<file path="src/rtl/dac_pkg.sv">
// Shared constants for the PWM audio DAC: code width, midscale, gain range
// and the mute/ramp state encoding.
package dac_pkg;

    localparam int CODE_WIDTH = 10;
    localparam logic [CODE_WIDTH-1:0] MID_CODE = CODE_WIDTH'(1 << (CODE_WIDTH - 1));

    // Gain is a 5-bit value in 0..16, applied as (diff * g) >>> 4
    localparam int GAIN_WIDTH = 5;
    localparam int GAIN_MAX   = 16;
    localparam int GAIN_SHIFT = 4;

    localparam logic [1:0] ST_MUTED     = 2'd0;
    localparam logic [1:0] ST_RAMP_UP   = 2'd1;
    localparam logic [1:0] ST_RUN       = 2'd2;
    localparam logic [1:0] ST_RAMP_DOWN = 2'd3;

endpackage

</file>
<file path="src/rtl/dac_gain.sv">
// Combinational gain scaler: scales an offset-binary code around midscale by
// g/16. The arithmetic shift floors toward minus infinity, and with g <= 16
// the result always lands back inside the unsigned code range.
module dac_gain #(
    parameter int CODE_WIDTH = dac_pkg::CODE_WIDTH
) (
    input  logic [CODE_WIDTH-1:0]          active_code,
    input  logic [dac_pkg::GAIN_WIDTH-1:0] g,
    output logic [CODE_WIDTH-1:0]          eff_code_next
);

    localparam int PW = CODE_WIDTH + dac_pkg::GAIN_WIDTH + 2;
    localparam logic [CODE_WIDTH-1:0] MID = CODE_WIDTH'(1 << (CODE_WIDTH - 1));

    logic signed [CODE_WIDTH:0] diff;
    logic signed [PW-1:0]       prod;
    logic signed [PW-1:0]       scaled;

    // Signed offset from midscale, scaled by g, then shifted back onto midscale
    always_comb begin
        diff          = $signed({1'b0, active_code}) - $signed({1'b0, MID});
        prod          = PW'(diff) * PW'($signed({1'b0, g}));
        scaled        = prod >>> dac_pkg::GAIN_SHIFT;
        eff_code_next = CODE_WIDTH'(scaled + PW'($signed({1'b0, MID})));
    end

endmodule

</file>
<file path="src/rtl/pwm_dac.sv">
// PWM audio DAC with windowed sample loading and mute control.
// Every CYCLES_PER_WINDOW clocks the block requests a sample, loads it, and
// produces a PWM window whose high time equals the gain-scaled code.
// Build option PWM_DAC_SOFT_MUTE_EN: when defined, mute/unmute ramps the gain
// one step per window; when undefined, gain jumps directly between 0 and 16.
module pwm_dac #(
    parameter int CODE_WIDTH        = dac_pkg::CODE_WIDTH,
    parameter int CYCLES_PER_WINDOW = 1024
) (
    input  logic                  clk,
    input  logic                  rst,
    input  logic [CODE_WIDTH-1:0] code,
    input  logic                  enable,
    output logic                  next_sample,
    output logic                  pwm,
    output logic                  muted
);

    localparam int CNT_W = (CYCLES_PER_WINDOW > 1) ? $clog2(CYCLES_PER_WINDOW) : 1;
    localparam logic [CNT_W-1:0] CNT_LAST = CNT_W'(CYCLES_PER_WINDOW - 1);
    localparam logic [CODE_WIDTH-1:0] MID = CODE_WIDTH'(1 << (CODE_WIDTH - 1));
    localparam int GW = dac_pkg::GAIN_WIDTH;
    localparam logic [GW-1:0] G_MAX = GW'(dac_pkg::GAIN_MAX);

    logic [CNT_W-1:0]      cnt;
    logic [CODE_WIDTH-1:0] active_code, active_code_d;
    logic [CODE_WIDTH-1:0] eff_code, eff_code_next;
    logic [GW-1:0]         g, g_d;
    logic [1:0]            state, state_d;
    logic                  boundary;

    assign boundary = (cnt == CNT_LAST);

    // Next gain/state, only consulted on the boundary edge
    always_comb begin
        state_d = state;
        g_d     = g;
`ifdef PWM_DAC_SOFT_MUTE_EN
        case (state)
            dac_pkg::ST_MUTED: begin
                if (enable) begin
                    state_d = dac_pkg::ST_RAMP_UP;
                    g_d     = GW'(1);
                end else begin
                    g_d = '0;
                end
            end
            dac_pkg::ST_RAMP_UP: begin
                if (enable) begin
                    g_d     = g + GW'(1);
                    state_d = (g_d == G_MAX) ? dac_pkg::ST_RUN : dac_pkg::ST_RAMP_UP;
                end else begin
                    g_d     = g - GW'(1);
                    state_d = (g_d == '0) ? dac_pkg::ST_MUTED : dac_pkg::ST_RAMP_DOWN;
                end
            end
            dac_pkg::ST_RUN: begin
                if (!enable) begin
                    state_d = dac_pkg::ST_RAMP_DOWN;
                    g_d     = G_MAX - GW'(1);
                end
            end
            dac_pkg::ST_RAMP_DOWN: begin
                if (enable) begin
                    g_d     = g + GW'(1);
                    state_d = (g_d == G_MAX) ? dac_pkg::ST_RUN : dac_pkg::ST_RAMP_UP;
                end else begin
                    g_d     = g - GW'(1);
                    state_d = (g_d == '0) ? dac_pkg::ST_MUTED : dac_pkg::ST_RAMP_DOWN;
                end
            end
            default: begin
                state_d = dac_pkg::ST_MUTED;
                g_d     = '0;
            end
        endcase
`else
        case (state)
            dac_pkg::ST_MUTED: begin
                if (enable) begin
                    state_d = dac_pkg::ST_RUN;
                    g_d     = G_MAX;
                end else begin
                    g_d = '0;
                end
            end
            dac_pkg::ST_RUN: begin
                if (!enable) begin
                    state_d = dac_pkg::ST_MUTED;
                    g_d     = '0;
                end
            end
            default: begin
                state_d = dac_pkg::ST_MUTED;
                g_d     = '0;
            end
        endcase
`endif
    end

    // The sample taken at the boundary feeds the scaler directly, so it is
    // heard in the very next window
    always_comb begin
        active_code_d = boundary ? code : active_code;
    end

    dac_gain #(
        .CODE_WIDTH(CODE_WIDTH)
    ) u_gain (
        .active_code  (active_code_d),
        .g            (g_d),
        .eff_code_next(eff_code_next)
    );

    // Window counter plus per-window registers updated on the boundary edge
    always_ff @(posedge clk or posedge rst) begin
        if (rst) begin
            cnt         <= '0;
            active_code <= MID;
            eff_code    <= MID;
            g           <= '0;
            state       <= dac_pkg::ST_MUTED;
        end else begin
            cnt <= boundary ? '0 : cnt + CNT_W'(1);
            if (boundary) begin
                active_code <= active_code_d;
                eff_code    <= eff_code_next;
                g           <= g_d;
                state       <= state_d;
            end
        end
    end

    // Outputs are gated by rst so they drop at once, not at the next edge
    always_comb begin
        next_sample = boundary && !rst;
        pwm         = !rst && (32'(cnt) < 32'(eff_code));
        muted       = (state == dac_pkg::ST_MUTED);
    end

endmodule
</file>
<file path="config.mk">
export PLATFORM = sky130hd
export DESIGN_NAME = pwm_dac
export DESIGN_NICKNAME = d
export VERILOG_FILES = /design/src/rtl/dac_pkg.sv /design/src/rtl/dac_gain.sv /design/src/rtl/pwm_dac.sv
export SDC_FILE = /design/constraint.sdc
export NUM_CORES = 1
export LEC_CHECK = 0
export ABC_AREA = 0
export CAP_MARGIN = 20
export CELL_PAD_IN_SITES_DETAIL_PLACEMENT = 1
export CELL_PAD_IN_SITES_GLOBAL_PLACEMENT = 1
export CORE_MARGIN = 10
export CORE_UTILIZATION = 49
export CTS_BUF_LIST = sky130_fd_sc_hd__clkbuf_4
export DETAILED_ROUTE_END_ITERATION = 10
export PLACE_DENSITY_LB_ADDON = 0.1
export SLEW_MARGIN = 30
export SYNTH_ARGS = -nofsm -noshare
export SYNTH_HDL_FRONTEND = slang
export SYNTH_SLANG_ARGS = --single-unit
</file>
<file path="constraint.sdc">
create_clock -name clk -period 5.8 [get_ports clk]
set_clock_uncertainty 0.15 [all_clocks]
set_input_delay 1.16 -clock clk [delete_from_list [all_inputs] [get_ports clk]]
set_output_delay 1.16 -clock clk [all_outputs]
set_load 0.05 [all_outputs]
</file>
==> qor.txt, run 1 <==
Final hold violations -> 0
DP HPWL -> 6547 um
Post-DR wirelength/cell -> 16.95 um
CTS max path bufs -> 2
Max transition margin -> 56.29%
Synth Net Count -> 436
Worst Tran Pin Value -> 0.6549 ns
Hold Crit Class -> reg2reg
Ports -> 16
Leak -> 1.955 nW
H-tree lvl count -> 2
Cell family with most CP delay -> adder cells
DRC errors left -> 0
YS warnings -> 0
Synth top area share -> 25.84%
Slowest-stage cell, CP -> clkdlybuf4s50_1
Vias in the first global route -> 2882
First-pass GRT wire length -> 13780 um
Port Buffer Count -> 15
Pin count of the biggest net entering global routing -> 21
Worst Setup Path Type -> in2reg
Root Buffer -> clkbuf_4
Seq/Total Area, Yosys -> 27.43%
WP buf/inv -> 3
Via-per-instance ratio -> 5.353
Total grt overflow -> 0
Critical Path AT -> 5.58 ns
Core area -> 6422 um^2
Die height -> 102.0 um
Setup crit start kind -> primary input
Post-layout nets -> 467
Flip-flop and latch count after synthesis -> 36
Antenna Nets Post-Route -> 0
Via Count -> 2532
Worst skew pair latency -> 0.36 ns
CTS tree -> done
Worst path max stage delay -> 0.62 ns
CTS resizes -> 0
Cell with the most instances after synthesis -> inv_1
Post-route setup TNS -> 0 ns
Mean post-synth cell area -> 9.047 um^2
Initial drt markers -> 50
Starting Density -> 51.28%
Final worst path period share -> 93.87%
Post-Synthesis Cells -> 364
Pwr/cell area -> 117.5 nW/um^2
Total CTS buffers -> 5
Commonest cells in the netlist -> inv_1 (64), nor2_1 (50), dfrtp_1 (34)
Top FF cell, synth -> dfrtp_1
WP data required -> 5.93 ns
Endpoint class of the critical path -> flop
Gpl congestion -> 0.8222
Die width -> 102.0 um
Max-slew violation count -> 0
Worst path cell trace -> clkdlybuf4s50_1, nand3_1, nor2_1, fa_1, fa_1, inv_1, fa_1, inv_1, ha_1, o21a_1, nor2b_1, nor4_1, o31ai_1, xnor2_1, o21ai_0
Peak VDD IR -> 0.1046 mV
Post-layout util -> 57.39%
Mapped cell area -> 3293 um^2
Clk sinks -> 36
Max Clock Freq -> 183.7 MHz
Synth top area cells -> dfrtp_1 (26%), fa_1 (17%), ha_1 (12%), inv_1 (7.3%), nor2_1 (5.7%)
Post-synth top area cell -> dfrtp_1
Number of synthesized flops with an enable pin -> 0
Clock-pin slew on the worst setup and hold paths -> 0.12 ns
Initial antenna violation count -> 0
Outcome -> completed
Layout fillers -> 756
DIE AREA -> 10400 um^2
Synth cell types -> 41
Post-Route WL -> 8019 um
Async SR Flop Fraction -> 100.0%
Antenna diodes -> 0
Max-Cap Viols -> 0
Hold buffers post-CTS -> 0
Critical path's most frequent cell -> fa_1
Count of final setup violators -> 0
Share of cells above drive strength 1 -> 9.343%
Drt first pass iters -> 4
Crit Path Max Fanout -> 8
Layout area overhead -> 11.93%
Crit path time final -> 5.445 ns
Site Rows -> 29
Pwr Total -> 0.4332 mW
RSZ-0062 raised after global routing -> false
GRT Util Overall -> 16.63%
Post-CTS Setup Bufs -> 0
==> logic make-up (layout without fill, tap and decap cells) <==
logic type      Yosys count  in the layout  synth area share, %
flops                    36             36                27.43
buf+inv                  74            106                8.663
xor+xnor                 19             19                5.053
compound gates           51             51                9.726
fa+ha+maj                59             59                28.80
simple gates            114            114                16.38
mux                      11             11                3.952
==> worst min-delay path: cells and delay by family (launching register included) <==
family             cells  cell delay [ns]
DFF                    1             0.36
AOI/OAI and AO/OA      1             0.06
and+or+nand+nor        1             0.05
==> flip-flops by register name (all words and copies together) (netlist names) <==
name and count:
state 1, cnt 10, g 5, eff_code 10, active_code 10
==> metrics by stage <==
| stage | hold slack (ns) | instances | worst slack, ns | area, um^2 |
|---|---|---|---|---|
| after floorplan | 0.2968 | 364 | 0.7160 | 3293 |
| after global placement | 0.3164 | 465 | 0.1034 | 3633 |
| after detailed placement | 0.3252 | 465 | 0.01521 | 3633 |
| after CTS | 0.3533 | 473 | 0.3495 | 3686 |
| after global routing | 0.3700 | 473 | 0.03046 | 3686 |
| final | 0.3453 | 473 | 0.3553 | 3686 |
==> routing by layer <==
metal	vias up	part of all wire, %	GRT usage, %
met5	-	0	0
met4	0	1.4	4.772
met3	12	2.2	2.901
met2	26	53	30.81
met1	1263	43	19.08
li1	1231	-	-
==> final timing paths <==
kind                                               from                    endpoint  slack [ns]  depth (start not counted)
worst max-delay path                             enable     eff_code[9]$_DFFE_PP1P_        0.36                         15
worst min register to register  eff_code[2]$_DFFE_PP0P_     eff_code[2]$_DFFE_PP0P_        0.35                          2
max in group asynchronous                           rst  active_code[3]$_DFFE_PP0P_        3.66                          3
worst min-delay path            eff_code[2]$_DFFE_PP0P_     eff_code[2]$_DFFE_PP0P_        0.35                          2
worst max register to register         cnt[2]$_DFF_PP0_     eff_code[9]$_DFFE_PP1P_        0.42                         16
min in group asynchronous                           rst            cnt[9]$_DFF_PP0_        1.11                          2
==> power breakdown <==
part           total [mW]  switching [mW]  internal [mW]
logic              0.0385          0.0219         0.0166
clock network       0.142          0.0920         0.0496
registers           0.253        0.000772          0.252
total               0.433           0.115          0.319
==> cells in the final DEF, fill, tap and decap left out, types with 2 or more instances in the layout <==
master and instances:
or2_2 4, o21ai_0 13, or3_1 2, inv_1 64
ha_1 31, a31oi_1 3, nor4_1 2, buf_4 18
nor2_1 50, o211ai_1 2, o21ai_1 5, dfstp_2 2
fa_1 28, xor2_1 8, nand2_1 24, and2_1 6
a21oi_1 10, a21o_1 6, and3_1 2, nor2b_1 2
clkinv_1 2, xnor2_1 11, clkbuf_4 6, nand3_1 12
mux2i_1 8, dfrtp_1 34, nand4_1 3, nand2b_1 2
o31ai_1 2, a211oi_1 2, o21a_1 3, clkdlybuf4s50_1 15
and4_1 2, a211o_1 2, mux2i_2 2
==> area by class of cell <==
class / count / area [um^2] / area share [%]
clock buffers: 6 / 45.04 / 1.222
clock inverters: 2 / 7.507 / 0.2037
inverters: 65 / 244.0 / 6.619
multi-input cells: 254 / 2105 / 57.09
flip-flops and latches: 36 / 903.4 / 24.51
well taps: 77 / 96.34 / 2.614
repair buffers: 33 / 285.3 / 7.739
No activity file was read; power rests on OpenSTA's default activity.
==> inputs of run 2 (changes only) <==
CORE_MARGIN = unset   (was 10)
==> qor.txt, run 2 (synthesis gave the netlist of run 1 again) <==
Final worst path period share -> 94.47%
Final hold violations -> 0
Worst Tran Pin Value -> 0.5364 ns
Outcome -> finished with violations
Crit path time final -> 5.479 ns
Max-Cap Viols -> 0
Largest regs -> active_code (10), cnt (10), eff_code (10)
CTS tree -> done
Antenna Nets Post-Route -> 0
Initial antenna violation count -> 0
DIE AREA -> 7053 um^2
Root Buffer -> clkbuf_4
Via Count -> 2575
Total grt overflow -> 0
Gpl congestion -> 0.8581
Site Rows -> 29
Peak VDD IR -> 0.07557 mV
Post-Route WL -> 8562 um
Violations in the final reports -> DRC
Worst R2R Start -> cnt[2]$_DFF_PP0_
RSZ-0062 raised after global routing -> false
Starting Density -> 51.28%
Endpoint class of the critical path -> flop
Commonest non-fill, non-tap cell in the layout -> inv_1
Count of final setup violators -> 0
Max transition margin -> 63.22%
Pwr/cell area -> 129.4 nW/um^2
First-pass GRT wire length -> 14430 um
Post-DR wirelength/cell -> 18.10 um
DP HPWL -> 6980 um
Share of cells above drive strength 1 -> 10.10%
Worst Setup Path Type -> in2reg
Core area -> 6422 um^2
Met2 wire length -> 4627 um
Post-layout nets -> 467
Commonest non-fill, non-tap cells in the layout -> inv_1 (64), nor2_1 (50), dfrtp_1 (34)
Total CTS buffers -> 5
Critical Path AT -> 5.61 ns
Highest metal used -> met4
CTS max path bufs -> 2
Hold Crit Class -> reg2reg
Leak -> 1.973 nW
Pin count of the biggest net entering global routing -> 24
Vias in the first global route -> 2915
Setup crit start -> enable
Met3 WL post-DR -> 160 um
Max-slew violation count -> 0
M1 wire length -> 3579 um
Ports -> 16
Post-CTS Setup Bufs -> 0
Setup crit start kind -> primary input
Hold buffers post-CTS -> 0
Clock-pin slew on the worst setup and hold paths -> 0.12 ns
Area of the multi-input gates -> 2111 um^2
Layout fillers -> 769
Register Area -> 903.4 um^2
Crit Path Max Fanout -> 6
Via-per-instance ratio -> 5.444
Initial drt markers -> 57
Smallest hold slack -> 0.3395 ns
Die width -> 83.98 um
Worst skew pair latency -> 0.36 ns
Port Buffer Count -> 15
Antenna diodes -> 0
Clk sinks -> 36
DRC errors left -> 2
WP data required -> 5.93 ns
Pwr Total -> 0.4813 mW
Die height -> 83.98 um
Worst Hold Launch -> eff_code[9]$_DFFE_PP1P_
Drt first pass iters -> 7
GRT Util Overall -> 26.65%
Layout area overhead -> 12.96%
Max Clock Freq -> 182.5 MHz
H-tree lvl count -> 2
==> run 2: changes by cell type in the layout (fill, tap and decap cells not counted), sizes merged <==
cell / previous run / this run
clkinv: 2 / 1
bufinv: 0 / 1
==> run 2: per-layer routing <==
layer,track usage (%),vias up
met4,8.621,0
met3,3.462,18
li1,-,1234
met1,31.35,1288
met5,0,-
met2,49.85,35
==> run 2: area by class of cell <==
type / count / area share, %
Sequential cell: 36 / 24.29
Clock buffer: 6 / 1.211
Inverter: 65 / 6.559
Clock inverter: 2 / 0.9418
Timing Repair Buffer: 33 / 7.669
Multi-Input combinational cell: 254 / 56.74
Tap cell: 77 / 2.590
==> run 2: metrics by stage <==
step	util, %	area (um^2)	setup TNS [ns]	setup slack (ns)	std cells
3_5_place_dp	56.58	3633	-0.1138	-0.06425	465
4_1_cts	57.82	3714	0	0.2477	473
5_1_grt	57.92	3720	0	0.03910	473
2_1_floorplan	-	3293	0	0.7160	364
3_3_place_gp	56.58	3633	0	0.1469	465
6_report	57.92	3720	0	0.3207	473
==> run 2: path summary, 6_finish.rpt <==
path	endpoint	slack, ns	cells after the start
worst min register to register	eff_code[9]$_DFFE_PP1P_	0.34	2
worst min-delay path	eff_code[9]$_DFFE_PP1P_	0.34	2
worst max-delay path	eff_code[9]$_DFFE_PP1P_	0.32	17
min in group asynchronous	cnt[9]$_DFF_PP0_	1.08	2
worst max register to register	eff_code[9]$_DFFE_PP1P_	0.36	17
max in group asynchronous	eff_code[9]$_DFFE_PP1P_	3.64	3
==> run 2: timing repair <==
action | CTS | global route
setup endpoints to repair | 0 | 2
gates resized for setup | 0 | 1
endpoints found under the hold margin | 0 | 0
==> run 2: worst max-delay path, stage by stage <==
cell	delay, ns
clkdlybuf4s50_1	0.58
buf_4	0.19
nand3_1	0.33
buf_4	0.28
nor2_1	0.10
ha_1	0.27
fa_1	0.57
inv_1	0.07
fa_1	0.54
inv_1	0.05
ha_1	0.32
o21a_1	0.19
nor2b_1	0.32
nor4_2	0.11
o31ai_1	0.29
xnor2_1	0.09
o21ai_0	0.15
==> run 2: report_power, final <==
part / switching [mW] / total, mW / internal (mW)
registers: 0.000738 / 0.253 / 0.252
clock network: 0.0942 / 0.189 / 0.0950
logic: 0.0223 / 0.0390 / 0.0167
